$ cat src/rtl/sync_updown_mod_counter.sv
// ---------------------------------------------------------------------------
// sync_updown_mod_counter
//   Synchronous mod-MODULUS up/down counter with parallel load, a
//   combinational terminal-count output for cascading and a registered
//   one-cycle wrap pulse. Every bit changes on the same clk edge, so the
//   outputs have no ripple glitches. With MODULUS=10 it counts as a BCD
//   digit. To build a multi-digit counter, connect tc of stage k to en of
//   stage k+1.
//
// Parameters
//   WIDTH      counter width in bits (>= 1)
//   MODULUS    count range 0..MODULUS-1, 2 <= MODULUS <= 2**WIDTH
//   RESET_VAL  value of q after reset, < MODULUS
//
// Ports
//   clk       in   1      rising-edge clock
//   rst_n     in   1      synchronous active-low reset
//   en        in   1      count enable
//   up_dn     in   1      1 = count up, 0 = count down
//   load      in   1      parallel load strobe (overrides en)
//   load_val  in   WIDTH  value to load; values >= MODULUS clamp to MODULUS-1
//   q         out  WIDTH  registered count
//   tc        out  1      terminal count, combinational (cascade carry/borrow)
//   wrap      out  1      registered pulse in the cycle after a boundary crossing
//
// Configuration
//   COUNTER_SAT_EN  when defined, the counter saturates at the boundary in the
//                   current direction instead of wrapping, and wrap stays 0.
//                   tc still flags the limit. When undefined (the default), the
//                   counter wraps modulo MODULUS.
// ---------------------------------------------------------------------------
module sync_updown_mod_counter #(
    parameter int WIDTH     = 4,
    parameter int MODULUS   = 16,
    parameter int RESET_VAL = 0
) (
    input  logic             clk,
    input  logic             rst_n,
    input  logic             en,
    input  logic             up_dn,
    input  logic             load,
    input  logic [WIDTH-1:0] load_val,
    output logic [WIDTH-1:0] q,
    output logic             tc,
    output logic             wrap
);

    // Reject illegal parameter combinations while the design is elaborated.
    if (MODULUS < 2 || MODULUS > (2 ** WIDTH) || RESET_VAL < 0 || RESET_VAL >= MODULUS) begin : g_param_err
        $error("sync_updown_mod_counter: illegal WIDTH/MODULUS/RESET_VAL combination");
    end

    // The largest legal count always fits in WIDTH bits because MODULUS <= 2**WIDTH,
    // so every comparison below can be done at WIDTH bits.
    localparam logic [WIDTH-1:0] MAX_VAL = WIDTH'(MODULUS - 1);
    localparam logic [WIDTH-1:0] RST_Q   = WIDTH'(RESET_VAL);

    logic at_limit;

    // at_limit is high when q sits on the boundary in the selected direction:
    // MODULUS-1 when counting up, 0 when counting down.
    assign at_limit = up_dn ? (q == MAX_VAL) : (q == '0);

    // tc ignores load and reset. A cascaded stage sees the carry in the same
    // cycle that this stage samples its wrapping edge.
    assign tc = en & at_limit;

    // NOTE: q and wrap are flops. Non-blocking assignments let every bit
    // update from the same pre-edge values. The reset is synchronous, so it
    // is handled as the highest-priority branch inside the clocked block
    // rather than in the sensitivity list.
    always_ff @(posedge clk) begin
        if (!rst_n) begin
            q    <= RST_Q;
            wrap <= 1'b0;
        end else if (load) begin
            // Clamp an out-of-range load so q can never leave 0..MODULUS-1.
            q    <= (load_val > MAX_VAL) ? MAX_VAL : load_val;
            wrap <= 1'b0;
        end else if (en) begin
            if (at_limit) begin
`ifdef COUNTER_SAT_EN
                q    <= q;
                wrap <= 1'b0;
`else
                q    <= up_dn ? '0 : MAX_VAL;
                wrap <= 1'b1;
`endif
            end else begin
                q    <= up_dn ? q + 1'b1 : q - 1'b1;
                wrap <= 1'b0;
            end
        end else begin
            wrap <= 1'b0;
        end
    end

endmodule

$ cat config.mk
export PLATFORM = sky130hd
export DESIGN_NAME = sync_updown_mod_counter
export DESIGN_NICKNAME = d
export VERILOG_FILES = /design/src/rtl/sync_updown_mod_counter.sv
export SDC_FILE = /design/constraint.sdc
export NUM_CORES = 1
export LEC_CHECK = 0
export ABC_AREA = 1
export CELL_PAD_IN_SITES_DETAIL_PLACEMENT = 1
export CELL_PAD_IN_SITES_GLOBAL_PLACEMENT = 1
export CORE_MARGIN = 8
export CORE_UTILIZATION = 27
export CTS_CLUSTER_SIZE = 14
export DETAILED_ROUTE_END_ITERATION = 16
export PLACE_DENSITY_LB_ADDON = 0.1
export SLEW_MARGIN = 5
export SYNTH_ARGS = -nofsm -noshare
export SYNTH_HDL_FRONTEND = slang
export SYNTH_SLANG_ARGS = --single-unit
export TNS_END_PERCENT = 10
$ cat constraint.sdc
create_clock -name clk -period 1.65 [get_ports clk]
set_clock_uncertainty 0.2 [all_clocks]
set_input_delay 0.33 -clock clk [delete_from_list [all_inputs] [get_ports clk]]
set_output_delay 0.33 -clock clk [all_outputs]
set_load 0.01 [all_outputs]
## Word level (Yosys, flattened, before mapping)

Index checks and enable logic that the tools add are counted.

| storage, ports and cells | value |
|---|---|
| flip-flop bits (word level) | 5 |
| bits of input ports | 9 |

| cells by class | value |
|---|---|
| add/subtract/negate cells | 2 |
| $lt $le $gt $ge | 1 |
| eq/ne operators | 1 |
| multiplexer cells | 8 |
| bitwise gates (word level) | 3 |
| reduce and logical (&&, ||, !) cells | 3 |

Operators by type and width:

| cell | count |
|---|---|
| 2-to-1 mux 4 bit | 6 |
| adder 4 x 1 -> 4 bit, second input constant | 1 |
| equality test 4 bit, second input constant | 1 |
| greater-than comparator 4 bit, second input constant | 1 |
| zero test 4 bit | 1 |
| subtractor 4 x 1 -> 4 bit, second input constant | 1 |
| OR reduction 3 bit | 1 |
| 2-to-1 mux 1 bit | 2 |
| NOT 1 bit | 2 |
| nonzero test 2 bit | 1 |
| AND 1 bit | 1 |

## Longest topological paths before layout

Gate-level depths: netlist of run 1.

| depth | value |
|---|---|
| word-level depth | 5 |
| mapped depth | 10 |
| gate-level depth less buffers | 10 |

## Worst setup path before layout of run 1

OpenSTA, ideal clock, no wires.

| path | value |
|---|---|
| path kind | input-to-reg |
| from | in up_dn |
| to | reg q[3] |
| data arrival time | 1.235 ns |
| required time | 1.336 ns |
| path slack | 0.102 ns |
| stages on the path | 9 |
| buffers on the path | 0 |
| path through | inv_2 > ha_1 > or2_0 > nand2_1 > nand2_1 > nand3_1 > nand2_1 > nand2_1 > a21oi_2 |

| on the way | value |
|---|---|
| word-level cells in the longest chain between the ends | 4 |
| elaborated cells on any way between the ends | 6 |

RTL lines:

| item | RTL line | RTL |
|---|---|---|
| start: declaration | 40 | `input logic up_dn,` |
| 2-to-1 mux 4 bit (tied with other cells) | 90 | `q <= up_dn ? q + 1'b1 : q - 1'b1;` |
| 2-to-1 mux 4 bit (*) | 81 | `if (at_limit) begin` |
| 2-to-1 mux 4 bit (*) | 80 | `end else if (en) begin` |
| 2-to-1 mux 4 bit (*) | 76 | `end else if (load) begin` |
| end signal: assignment | 78 | `q <= (load_val > MAX_VAL) ? MAX_VAL : load_val;` |
| end signal: assignment | 86 | `q <= up_dn ? '0 : MAX_VAL;` |
| end signal: assignment | 90 |  |
| end: declaration | 43 | `output logic [WIDTH-1:0] q,` |

Mark *: on every way between the ends. The rest lies on a longest branch, timed or not. The select of a mux whose other input is x is not followed.
A chain may end at the register's enable or synchronous reset.

## Worst setup path after layout of run 1

| path | value |
|---|---|
| from | reg q[3] |
| to | out tc |

| on the way | value |
|---|---|
| word-level cells in the longest chain between the ends | 3 |
| elaborated cells on any way between the ends | 4 |

RTL lines:

| item | RTL line | RTL |
|---|---|---|
| equality test 4 bit or zero test 4 bit (tied branches) | 62 | `assign at_limit = up_dn ? (q == MAX_VAL) : (q == '0);` |
| 2-to-1 mux 1 bit (*) | 62 |  |
| AND 1 bit (*) | 66 | `assign tc = en & at_limit;` |
| end: declaration | 44 | `output logic tc,` |

Mark *: on every way between the ends. The rest lies on a longest branch, timed or not.

==> metrics.txt, run 1 <==
worst r2r path cells 10; post-DP HPWL 1.07 mm; Synth top cells by count 17 x nand2_1, 6 x inv_1, 5 x dfxtp_1, 5 x nor2_1, 3 x nand3_1; switching pwr 148 uW; Leakage 0.000354 uW; routed wire length 1.25 mm; routed len/inst 12.2 um; Total Routing Usage GR 10.1%; post-synthesis instance total 57; Syn Nets 69; vias in the first global route 529; Post-synth ARST share 0%; Sw Share 31.5%; hold-critical path depth 3; f_max 608 MHz; mapped cell area 394 um2; routability-driven placement congestion ratio 0.743; CTS Buf Count 3; number of I/O pins 15; clock tree buffer depth 2; Clock Power Share 30.8%; fin cells 103; area leader, netlist dfxtp_1; Remaining DRCs 0; Max Slew Vio Count 0; Critical Path Source Type flop; Post-synth EDFFs 0; Critical Path Fanout Max 4; initial antenna violation count 0; PortBufs 14; CTS tree built; Crit. End Element primary output; row cnt 13; clock sinks 5; Flop pwr share 30.4%; combinational share of power 38.8%; origin of the critical flop-to-flop path q[2]; Die Y 54.2 um; Antenna Cells 0; Core ar. 1330 um2; count of final setup violators 0; cell chosen for the clock root clkbuf_4; flops & latches, synth 5; largest net degree at the start of global routing 7; area delta synth->final 75.2%; DR pass1 iterations 2; Required @ worst endpoint 1.12 ns; register area share after synthesis 25.4%; Internal Power 322 uW; via density per instance 4.70; Syn. warnings 0; Initial Util 29.5%; critical path type reg2out; fin nets 101; Top FF cell, synth dfxtp_1; global-route wire length before repair 2.15 mm; share of layout cells above drive strength 1 34.1%; VDD IR-drop max 0.311 mV; Overall Power 470 uW; Congestion Overflow GR 0; Post-DRT Antenna Nets 0; PwrDens 681 nW/um2; Final Hold Vio Count 0; Critical R2R Capture q[3]; Tcrit/Tclk final 99.7%; worst skew pair latency 0.24 ns; CTS H-tree lvls 1; Synth cell types 21; clock-pin slew on the worst setup and hold paths 0.05 ns; unrepaired setup endpoints after global routing true; Worst Hold Class reg2reg; Die ar. 2940 um2; DR iter-0 viols 1; Post-Place Cells 98; worst-margin pin slew 0.205 ns; most numerous cell in the Yosys netlist nand2_1; max cap viols 0; die width 54.2 um; share of the synthesized area in the top cell type 25.4%; outcome completed; fin crit period 1.65 ns; hold path start q[3]; worst endpoint data arrival time 1.12 ns; Avg Inst Size Synth 6.91 um2; vias 484; Reg2Reg Setup Slack 0.08 ns; Max-Slew Margin vs Limit 86.3%; Hold EP q[3]; Area contributors post-synth dfxtp_1 25%, nand2_1 16%, ha_1 6.3%
## critical path: stages, from the launching register on
cell,delay [ns]
dfxtp_2,0.35
nand2_2,0.06
nor2_2,0.09
nand3_2,0.07
nand2_1,0.07
nand2_1,0.06
inv_1,0.05
buf_2,0.12
## placed cells by master (no fill, tap or decap), drive strengths merged, types with 3 or more instances in the layout
cell type	n
inv	8
dfxtp	5
clkbuf	4
buf	14
nand3	4
a21oi	3
dlygate4sd2	5
nand2	18
clkdlybuf4s50	8
nor2	6
## cell families (layout without fill, tap and decap cells)
logic type               count (synthesis)  after routing  synth area share [%]
AND/OR/NAND/NOR                         31             31                  37.5
AO/OA/AOI/OAI                            8              8                  13.7
buffers and inverters                    8             39                  7.62
flip-flops                               5              5                  25.4
adder cells (fa/ha/maj)                  3              3                  11.4
XOR/XNOR                                 2              2                  4.45
## worst max-delay path by stage
stage	startpoint	to
floorplan	up_dn	q[3]
global placement	up_dn	tc
detailed placement	up_dn	tc
CTS	q[3]	tc
global route	q[3]	tc
finish	q[3]	tc
## routing by layer
layer	track usage, %	wire, um
met5	0	0
met4	7.38	0
met3	3.31	63
met2	17.2	680
met1	10.2	510
## area by class of cell
cell class,instances,area (um2)
fill,187,643
multi-input combinational,44,282
timing repair buffer,27,230
sequential,5,104
inverter,8,30.0
clock buffer,4,26.3
tap,15,18.8
## power by group through the flow
stage / combinational, uW / clock, uW / sequential, uW
after floorplan: 78.6 / 0 / 151
after global placement: 180 / 0 / 142
after detailed placement: 183 / 0 / 143
after CTS: 182 / 153 / 142
after global routing: 206 / 170 / 144
final: 183 / 145 / 143
## metrics by stage
| stage | hold WS (ns) | setup WS (ns) | util (%) | area (um2) | setup TNS (ns) |
|---|---|---|---|---|---|
| after floorplan | 0.200 | 0.102 | - | 394 | 0 |
| after global placement | 0.428 | -0.650 | 48.2 | 643 | -2.11 |
| after detailed placement | 0.436 | -0.683 | 48.2 | 643 | -2.25 |
| after CTS | 0.427 | -0.0114 | 51.0 | 681 | -0.0114 |
| after global routing | 0.461 | -0.0909 | 51.8 | 691 | -0.168 |
| final | 0.434 | 0.00457 | 51.8 | 691 | 0 |
## flip-flops by register name, indices dropped and copies added (netlist names)
| register | cells |
|---|---|
| q | 4 |
| wrap | 1 |
## timing repair
action | 4_1_cts | 5_1_grt
gates resized for setup | 15 | 1
setup endpoints to repair | 8 | 2
setup buffers | 0 | 1
pin swaps | 0 | 2
hold buffers | 0 | 0
No activity file was read; power rests on OpenSTA's default activity.
==> run 2, diff against run 1 <==
--- a/config.mk
+++ b/config.mk
@@ -8,11 +8,13 @@
 export ABC_AREA = 1
 export CELL_PAD_IN_SITES_DETAIL_PLACEMENT = 1
 export CELL_PAD_IN_SITES_GLOBAL_PLACEMENT = 1
-export CORE_MARGIN = 8
-export CORE_UTILIZATION = 27
+export CORE_AREA = 2 2 39 41
 export CTS_CLUSTER_SIZE = 14
 export DETAILED_ROUTE_END_ITERATION = 16
+export DIE_AREA = 0 0 41 43
+export DONT_BUFFER_PORTS = 1
 export PLACE_DENSITY_LB_ADDON = 0.1
+export SETUP_SLACK_MARGIN = 0.4
 export SLEW_MARGIN = 5
 export SYNTH_ARGS = -nofsm -noshare
 export SYNTH_HDL_FRONTEND = slang
==> metrics.txt, run 2 (same netlist as run 1, synthesis figures left out) <==
origin of the critical flop-to-flop path q[2]; critical path startpoint q[2]; Max Slew Vio Count 0; DR pass1 iterations 4; commonest non-fill, non-tap cells in the layout 11 x nand2_1, 7 x nand2_2, 5 x inv_1; vias in the first global route 464; Critical Path Source Type flop; Initial Util 28.5%; Final Hold Vio Count 0; fin crit period 1.62 ns; f_max 619 MHz; via density per instance 5.02; Core ar. 1380 um2; routability-driven placement congestion ratio 0.656; Crit. End Element primary output; count of final setup violators 0; routed wire length 1.05 mm; Congestion Overflow GR 0; initial antenna violation count 0; clock-pin slew on the worst setup and hold paths 0.05 ns; unrepaired setup endpoints after global routing true; worst skew pair latency 0.24 ns; CTS tree built; DR iter-0 viols 2; Critical R2R Capture q[3]; Critical Path Fanout Max 5; Leakage 0.000242 uW; routed len/inst 12.8 um; Die ar. 1760 um2; largest reg by FF count q; DP Area 442 um2; vias 412; Tcrit/Tclk final 98.0%; global-route wire length before repair 1.75 mm; Antenna Cells 0; max reg flops 4; outcome completed; VDD IR-drop max 0.349 mV; largest registers q x4, wrap x1; Remaining DRCs 0; CTS H-tree lvls 1; critical path type reg2out; largest net degree at the start of global routing 8; Required @ worst endpoint 1.12 ns; post-DP HPWL 810 um; Max-Slew Margin vs Limit 84.9%; Post-DRT Antenna Nets 0; worst endpoint data arrival time 1.09 ns; clock sinks 5; share of layout cells above drive strength 1 40.9%; Total Routing Usage GR 14.5%; Reg2Reg Setup Slack 0.17 ns; die width 41 um; PwrDens 778 nW/um2; Worst Hold Class in2reg; number of I/O pins 15; final setup TNS 0 ns; cell chosen for the clock root clkbuf_4; PortBufs 0; clock tree buffer depth 2; row cnt 14; max cap viols 0; Worst setup endpoint tc; CTS Buf Count 3; worst-margin pin slew 0.226 ns; Die Y 43 um; commonest non-fill, non-tap cell in the layout nand2_1; area delta synth->final 36.5%; fin nets 79; Post-Layout Inst Area 538 um2; worst r2r path cells 9
## run 2: cell count changes in the layout (fill, tap and decap cells not counted), sizes merged
cell           change
dlygate4sd2        -5
dlygate4sd3        +2
buf               -11
clkdlybuf4s50      -8
## run 2: per-stage QoR
step,hold WS (ns),utilization (%),setup slack (ns),total power [uW],std cells
floorplan,0.200,-,0.260,238,57
global placement,0.205,31.9,0.165,260,73
detailed placement,0.204,31.9,0.145,262,73
CTS,0.0151,37.1,-0.0157,421,80
global route,0.0220,38.9,-0.0277,450,82
finish,0.0196,38.9,0.0333,418,82
## run 2: report_power, final
group          switching, uW  internal (uW)
Combinational           60.4           56.0
Sequential              25.1            132
Clock                   53.4           91.7
Total                    139            280
## run 2: per-layer routing
layer,wire length [um],global-route usage (%)
met1,399,16.0
met2,590,24.4
met3,59,2.62
met4,0,8.00
met5,0,0
## run 2: final cells by class
class | instances | area [um2]
inverter | 8 | 37.5
fill | 182 | 846
clock buffer | 4 | 26.3
tap | 16 | 20.0
multi-input combinational | 44 | 297
timing repair buffer | 5 | 42.5
sequential | 5 | 115
## run 2: timing repair
item	CTS	global route
buffers inserted	1	2
resized for setup	8	4
pin swaps	8	10
endpoints found under the hold margin	3	0
hold buffers	2	0
endpoints found under the setup margin	4	5
cloned	0	0
## run 2: worst max-delay path, stage by stage, from the launching register on
cell and delay (ns):
dfxtp_4 0.40, nand2_2 0.06, nor2_2 0.09, nand3_2 0.09
nand2_2 0.07, nand2_2 0.06, inv_2 0.07
## run 2: worst min path at each step
stage                from   end  slack, ns  depth (start not counted)
CTS                 rst_n  q[1]       0.02                          2
finish              rst_n  q[0]       0.02                          2
floorplan            load  wrap       0.20                          1
global route        rst_n  q[2]       0.02                          2
global placement     load  wrap       0.20                          1
detailed placement   load  wrap       0.20                          1
